$ cat config.mk
export PLATFORM = sky130hd
export DESIGN_NAME = updown_counter_param
export DESIGN_NICKNAME = d
export VERILOG_FILES = /design/src/rtl/updown_counter_param.sv
export SDC_FILE = /design/constraint.sdc
export NUM_CORES = 1
export LEC_CHECK = 0
export CAP_MARGIN = 20
export CORE_AREA = 2 2 39 41
export CTS_CLUSTER_SIZE = 16
export DETAILED_ROUTE_END_ITERATION = 12
export DIE_AREA = 0 0 41 43
export PLACE_DENSITY = 0.82
export SLEW_MARGIN = 20
export SYNTH_ARGS = -nofsm -noshare
export SYNTH_HDL_FRONTEND = slang
export SYNTH_SLANG_ARGS = --single-unit
$ cat constraint.sdc
create_clock -name Clk -period 2.2 [get_ports Clk]
set_clock_uncertainty 0.05 [all_clocks]
set_input_delay 0.22 -clock Clk [delete_from_list [all_inputs] [get_ports Clk]]
set_output_delay 0.22 -clock Clk [all_outputs]
set_load 0.005 [all_outputs]
$ cat src/rtl/updown_counter_param.sv
// ---------------------------------------------------------------------------
// updown_counter_param
//   Parametrised synchronous up/down counter with parallel load and
//   synchronous clear. Counts span 0..MAX_VAL and either wrap modulo
//   MAX_VAL+1 (SATURATE=0) or hold at the boundary (SATURATE=1).
//   Serves as a LIFO stack pointer or as a general modulo counter.
//
// Parameters
//   WIDTH     counter width in bits (2..16)
//   MAX_VAL   terminal count, 1 <= MAX_VAL <= 2**WIDTH-1
//   SATURATE  0 = wrap, 1 = hold at 0 / MAX_VAL
//
// Ports
//   Clk       in   1      rising-edge clock
//   Rst_n     in   1      asynchronous active-low reset
//   Clr       in   1      synchronous clear to 0 (highest priority)
//   Load      in   1      synchronous load of min(Load_val, MAX_VAL)
//   Load_val  in   WIDTH  value to load
//   E         in   1      count enable
//   D         in   1      direction: 1 = up, 0 = down
//   Out       out  WIDTH  current count
//   O_Carry   out  1      registered pulse: up-step attempted from MAX_VAL
//   O_Borrow  out  1      registered pulse: down-step attempted from 0
//   O_Max     out  1      Out == MAX_VAL
//   O_Zero    out  1      Out == 0
// ---------------------------------------------------------------------------
module updown_counter_param #(
    parameter int WIDTH    = 5,
    parameter int MAX_VAL  = 31,
    parameter int SATURATE = 0
) (
    input  logic             Clk,
    input  logic             Rst_n,
    input  logic             Clr,
    input  logic             Load,
    input  logic [WIDTH-1:0] Load_val,
    input  logic             E,
    input  logic             D,
    output logic [WIDTH-1:0] Out,
    output logic             O_Carry,
    output logic             O_Borrow,
    output logic             O_Max,
    output logic             O_Zero
);

    // Compares and the increment are done one bit wider than the counter so
    // MAX_VAL = 2**WIDTH-1 and out-of-range load values are handled exactly.
    localparam logic [WIDTH:0]   LP_MAX_EXT = (WIDTH + 1)'(MAX_VAL);
    localparam logic [WIDTH:0]   LP_ONE_EXT = (WIDTH + 1)'(1);
    localparam logic [WIDTH-1:0] LP_MAX     = WIDTH'(MAX_VAL);
    localparam logic [WIDTH-1:0] LP_ONE     = WIDTH'(1);

    if ((WIDTH < 2) || (WIDTH > 16) || (MAX_VAL < 1) ||
        (MAX_VAL > (2 ** WIDTH) - 1)) begin : g_bad_param
        $error("updown_counter_param: illegal WIDTH=%0d / MAX_VAL=%0d",
               WIDTH, MAX_VAL);
    end

    logic [WIDTH-1:0] r_cnt;
    logic             r_carry;
    logic             r_borrow;

    logic [WIDTH:0]   w_cnt_ext;
    logic [WIDTH:0]   w_inc_ext;
    logic [WIDTH:0]   w_load_ext;
    logic [WIDTH-1:0] w_load_clamped;
    logic             w_at_max;
    logic             w_at_zero;
    logic [WIDTH-1:0] w_cnt_nxt;
    logic             w_carry_nxt;
    logic             w_borrow_nxt;

    assign w_cnt_ext      = {1'b0, r_cnt};
    assign w_inc_ext      = w_cnt_ext + LP_ONE_EXT;
    assign w_load_ext     = {1'b0, Load_val};
    assign w_load_clamped = (w_load_ext > LP_MAX_EXT) ? LP_MAX : Load_val;
    assign w_at_max       = (w_cnt_ext == LP_MAX_EXT);
    assign w_at_zero      = (r_cnt == '0);

    // Priority Clr > Load > count > hold. Clr and Load also kill the pulses.
    always_comb begin
        // NOTE: every output of this block gets a default first, so no path
        // leaves a value unassigned and no latch is inferred.
        w_cnt_nxt    = r_cnt;
        w_carry_nxt  = 1'b0;
        w_borrow_nxt = 1'b0;
        if (Clr) begin
            w_cnt_nxt = '0;
        end else if (Load) begin
            w_cnt_nxt = w_load_clamped;
        end else if (E) begin
            if (D) begin
                if (w_at_max) begin
                    w_carry_nxt = 1'b1;
                    w_cnt_nxt   = (SATURATE != 0) ? r_cnt : '0;
                end else begin
                    w_cnt_nxt = w_inc_ext[WIDTH-1:0];
                end
            end else begin
                if (w_at_zero) begin
                    w_borrow_nxt = 1'b1;
                    w_cnt_nxt    = (SATURATE != 0) ? r_cnt : LP_MAX;
                end else begin
                    w_cnt_nxt = r_cnt - LP_ONE;
                end
            end
        end
    end

    always_ff @(posedge Clk or negedge Rst_n) begin
        // NOTE: non-blocking assignments so every register samples the
        // pre-edge values, independent of statement order.
        if (!Rst_n) begin
            r_cnt    <= '0;
            r_carry  <= 1'b0;
            r_borrow <= 1'b0;
        end else begin
            r_cnt    <= w_cnt_nxt;
            r_carry  <= w_carry_nxt;
            r_borrow <= w_borrow_nxt;
        end
    end

    assign Out      = r_cnt;
    assign O_Carry  = r_carry;
    assign O_Borrow = r_borrow;
    assign O_Max    = (r_cnt == LP_MAX);
    assign O_Zero   = (r_cnt == '0);

endmodule

; ---- Yosys cells after proc, flatten, opt, wreduce, memory -nomap -nowiden
; Index checks and enable logic that the tools add are counted.
; W data, S select, Z words.
[word_totals]
reg_bits = 7
input_bits = 11
out_inout_bits = 9
word_cells = 26
[classes]
add_sub_neg = 2
magnitude_cmp = 1
n_eq_ne = 1
n_mux = 17
reduce_logical = 2
[op_table]
columns = op, n
row1 = $mux W5, 7
row2 = $mux W1, 10
row3 = $add A5 B1 Y5 const B, 1
row4 = $eq A5 B5 Y1 const B, 1
row5 = $gt A5 B5 Y1 const B, 1
row6 = $logic_not A5 Y1, 1
row7 = $sub A5 B1 Y5 const B, 1
row8 = $reduce_bool A3 Y1, 1

; ---- Logic depth before layout (Yosys ltp)
[depth]
ltp_word = 6
depth_mapped = 7
ltp_nobuf = 7

; ---- Worst setup path before layout
; Ideal clock, no wire load.
[synth_timing]
kind = register to register
startpoint = register r_cnt[0], in the netlist Out[0]
endpoint = register r_cnt[2], in the netlist Out[2]
setup_time_ns = 0.078
t_arrival_ns = 1.660
required_ns = 2.072
setup_slack_ns = 0.413
path_stages_with_launch = 8
n_path_buf = 0
synth_period_minus_slack_ns = 1.787
path_cell_list = dfrtp_1 > ha_1 > and3_2 > ha_1 > nand2b_1 > o221ai_1 > o2bb2ai_1 > o2bb2ai_1
[synth_between]
elab_chain_cells = 6
elab_cells_between_ends = 10
cone_classes = add/sub: 2 / eq/ne: 1 / mux: 6 / reduce/logical: 1
[synth_rtl]
columns = element, line_no
row1 = from (decl), 59  ; logic [WIDTH-1:0] r_cnt;
row2 = from (signal assigned), 118  ; r_cnt <= w_cnt_nxt;
row3 = $eq A5 B5 Y1, --
row4 = via O_Max, 42  ; output logic O_Max,
row5 = $mux W5, 93  ; if (w_at_max) begin
row6 = $mux W5, 92  ; if (D) begin
row7 = $mux W5, 91  ; end else if (E) begin
row8 = $mux W5, 89  ; end else if (Load) begin
row9 = $mux W5, 87  ; if (Clr) begin
; The timed path passes the listed nets, and every way through them passes these cells. The select of a mux whose other input is x is not followed.
; A chain may end at the register's enable or synchronous reset.

; ---- Final worst setup path
[layout_timing]
startpoint = register r_cnt[0], in the netlist Out[0]
endpoint = output O_Max
[layout_between]
elab_chain_cells = 1
[layout_rtl]
columns = element, line_no
row1 = $eq A5 B5 Y1, 127  ; assign O_Max = (r_cnt == LP_MAX);
row2 = to (decl), 42
; Every way passes these cells.

==> results_dict.tcl <==
set metrics [dict create \
    syn_inst 61 \
    vdd_drop_max_mv 0.320 \
    fin_crit_ns 2.13 \
    r2r_cells 8 \
    globalplace.congestion 0.806 \
    path_class "reg2out" \
    final_area_sq_um 800 \
    diodes 0 \
    drt_pre_antenna_iters 4 \
    period_share_pct 96.9 \
    remaining_drc_errors 0 \
    fp.dieW_microns 41 \
    cp-end-kind "output pin" \
    slew_viol_final 0 \
    die_h_microns 43 \
    syn_to_final_growth_pct 47.6 \
    synth_cell_types 29 \
    vias 567 \
    slew_headroom_pct 75.0 \
    ctsHtreeMaxLevel 1 \
    grt_use_met2_pct 25.6 \
    rrSetupSlack_ns 0.23 \
    clkSinkCount 7 \
    hpwl_microns 1060 \
    rr_endpoint "Out[2]" \
    num_io_pins 20 \
    viasPerCell 5.61 \
    grtUsageMet3_pct 3.14 \
    top_usage_layer "met2" \
    drt_iter0_drc 20 \
    hold_violations 0 \
    path_clk_slew_ns 0.05 \
    root_buffer "clkbuf_4" \
    grt_pass1_vias 520 \
    fmax_ghz 0.469 \
    hp-class "in2async" \
    dp_slack_ns 0.121 \
    cts_tree "done" \
    grt_max_degree 12 \
    wl_per_cell_microns 13.7 \
    dpl-instance-area_sq_um 752 \
    clock_latency_ns 0.24 \
    use_met1_pct 25.2 \
    seq_area_frac_synth_pct 32.3 \
    grt_antenna_before_repair 0 \
    crit_path_max_fanout 6 \
    layout.nets 100 \
    ant_nets 0 \
    cts.path.max_buffers 2 \
    grt_setup_unrepaired "no" \
    setup_slack_ns 0.0673 \
    ys_warn_count 0 \
    status "finished clean" \
    holdBufCountCts 0 \
    portBuffers 19 \
    final_layout_size_suffix_gt1_share_pct 16.5 \
    drv_cap 0 \
    avgSynthCellArea_sq_um 8.88 \
    synth_seq_cells 7 \
    dieArea_sq_um 1760 \
    drt_wl_total_microns 1380 \
    grt_pass1_wl_microns 2150 \
    worstPathRequired_ns 1.93 \
    start_util_pct 39.2 \
    final_core_util_pct 57.8 \
    powerDensity_nw_per_um2 485 \
    syn_area_sq_um 542 \
    worst_pin_slew_ns 0.374 \
    finalSetupTns_ns 0 \
    start_kind "register" \
    syn-num-nets 75 \
    groute.usage.overall_pct 18.3 \
    p_leak_uw 0.000342 \
    crit_arrival_ns 1.86 \
    design.core.area_sq_um 1380 \
    core.rowCount 14 \
    r2r-start "Out[0]" \
    finalSetupViolCount 0 \
    globalRouteOverflowTotal 0 \
    numCtsBuffers 3 \
    holdWs_ns 0.172 \
]
[how the worst max path moves through the flow]
stage / slack [ns] / cells after the start / startpoint / endpoint
CTS: 0.005 / 5 / Out[0] / O_Max
global route: 0.01 / 5 / Out[0] / O_Max
floorplan: 0.41 / 7 / Out[0] / Out[2]
detailed placement: 0.12 / 5 / Out[0] / O_Zero
global placement: 0.17 / 8 / Out[0] / Out[2]
finish: 0.07 / 5 / Out[0] / O_Max
[placed cells by master (no fill, tap or decap), types with 2 or more instances in the layout]
cell type / instances
a21o_1: 2
a21oi_1: 4
buf_4: 3
clkbuf_4: 3
clkdlybuf4s50_1: 18
dfrtp_1: 7
inv_1: 3
nand2_1: 4
nand2b_1: 2
nor2_1: 5
nor2b_1: 3
nor3_1: 3
o21ai_0: 2
o221ai_1: 3
o2bb2ai_1: 2
[registers in the layout, summed over array words and instances (netlist names)]
signal    cells
O_Borrow      1
Out           5
O_Carry       1
[through the flow]
| step | cells | power, uW |
|---|---|---|
| 2_1_floorplan | 61 | 212 |
| 3_3_place_gp | 96 | 269 |
| 3_5_place_dp | 96 | 271 |
| 4_1_cts | 100 | 390 |
| 5_1_grt | 101 | 415 |
| 6_report | 101 | 387 |
[layer usage]
metal	vias up	wire [microns]
met3	0	78
met2	20	686
met1	272	617
met5	-	0
li1	275	-
met4	0	0
[layout make-up]
class | count | area [sq um]
Clock buffer | 4 | 26.3
Fill cell | 132 | 584
Inverter | 4 | 15.0
Multi-Input combinational cell | 48 | 352
Sequential cell | 7 | 175
Tap cell | 16 | 20.0
Timing Repair Buffer | 22 | 211
[synthesized netlist by cell type]
master / n / area [sq um]
a221o_2: 1 / 11.3
and4_1: 1 / 8.76
buf_4: 2 / 15.0
o221ai_1: 3 / 26.3
dfrtp_1: 7 / 175
a41oi_2: 1 / 16.3
ha_1: 3 / 37.5
nor2_1: 5 / 18.8
xnor2_1: 1 / 8.76
a21o_1: 2 / 15.0
o21ai_1: 1 / 5.00
or2b_1: 1 / 7.51
nand3_1: 1 / 5.00
and3_2: 1 / 7.51
nand2_1: 4 / 15.0
and2b_1: 1 / 7.51
nor3_1: 3 / 15.0
o2bb2ai_1: 2 / 17.5
nor4_1: 1 / 6.26
a221oi_1: 1 / 8.76
or4b_4: 1 / 13.8
inv_1: 4 / 15.0
nand4_1: 1 / 6.26
o21ai_0: 2 / 10.0
a21oi_1: 4 / 20.0
and2b_2: 1 / 8.76
nor2b_1: 3 / 18.8
nor4b_1: 1 / 8.76
nand2b_1: 2 / 12.5
[worst max-delay path, stage by stage (launching register included)]
cell and delay [ns]:
dfrtp_1 0.38, buf_4 0.15, ha_1 0.22, and3_2 0.22, ha_2 0.21, clkdlybuf4s50_1 0.45
[logic make-up (layout without fill, tap and decap cells)]
kind of cell	after synthesis	count (layout)	synth area share, %
compound gates	17	17	24.0
flops	7	7	32.3
fa+ha+maj	3	3	6.93
xor+xnor	1	1	1.62
simple gates	27	27	29.6
buf+inv	6	30	5.54
[power breakdown]
| group | internal [uW] | switching (uW) |
|---|---|---|
| clock network | 68.8 | 41.4 |
| logic | 73.8 | 55.3 |
| registers | 136 | 11.7 |
[what timing repair did]
| action | 4_1_cts | 5_1_grt |
|---|---|---|
| gates cloned | 0 | 0 |
| endpoints found under the setup margin | 2 | 1 |
| pin swaps | 1 | 0 |
| gates resized for setup | 5 | 0 |
| buffers inserted | 0 | 1 |
(Power assumes the default switching activity.)
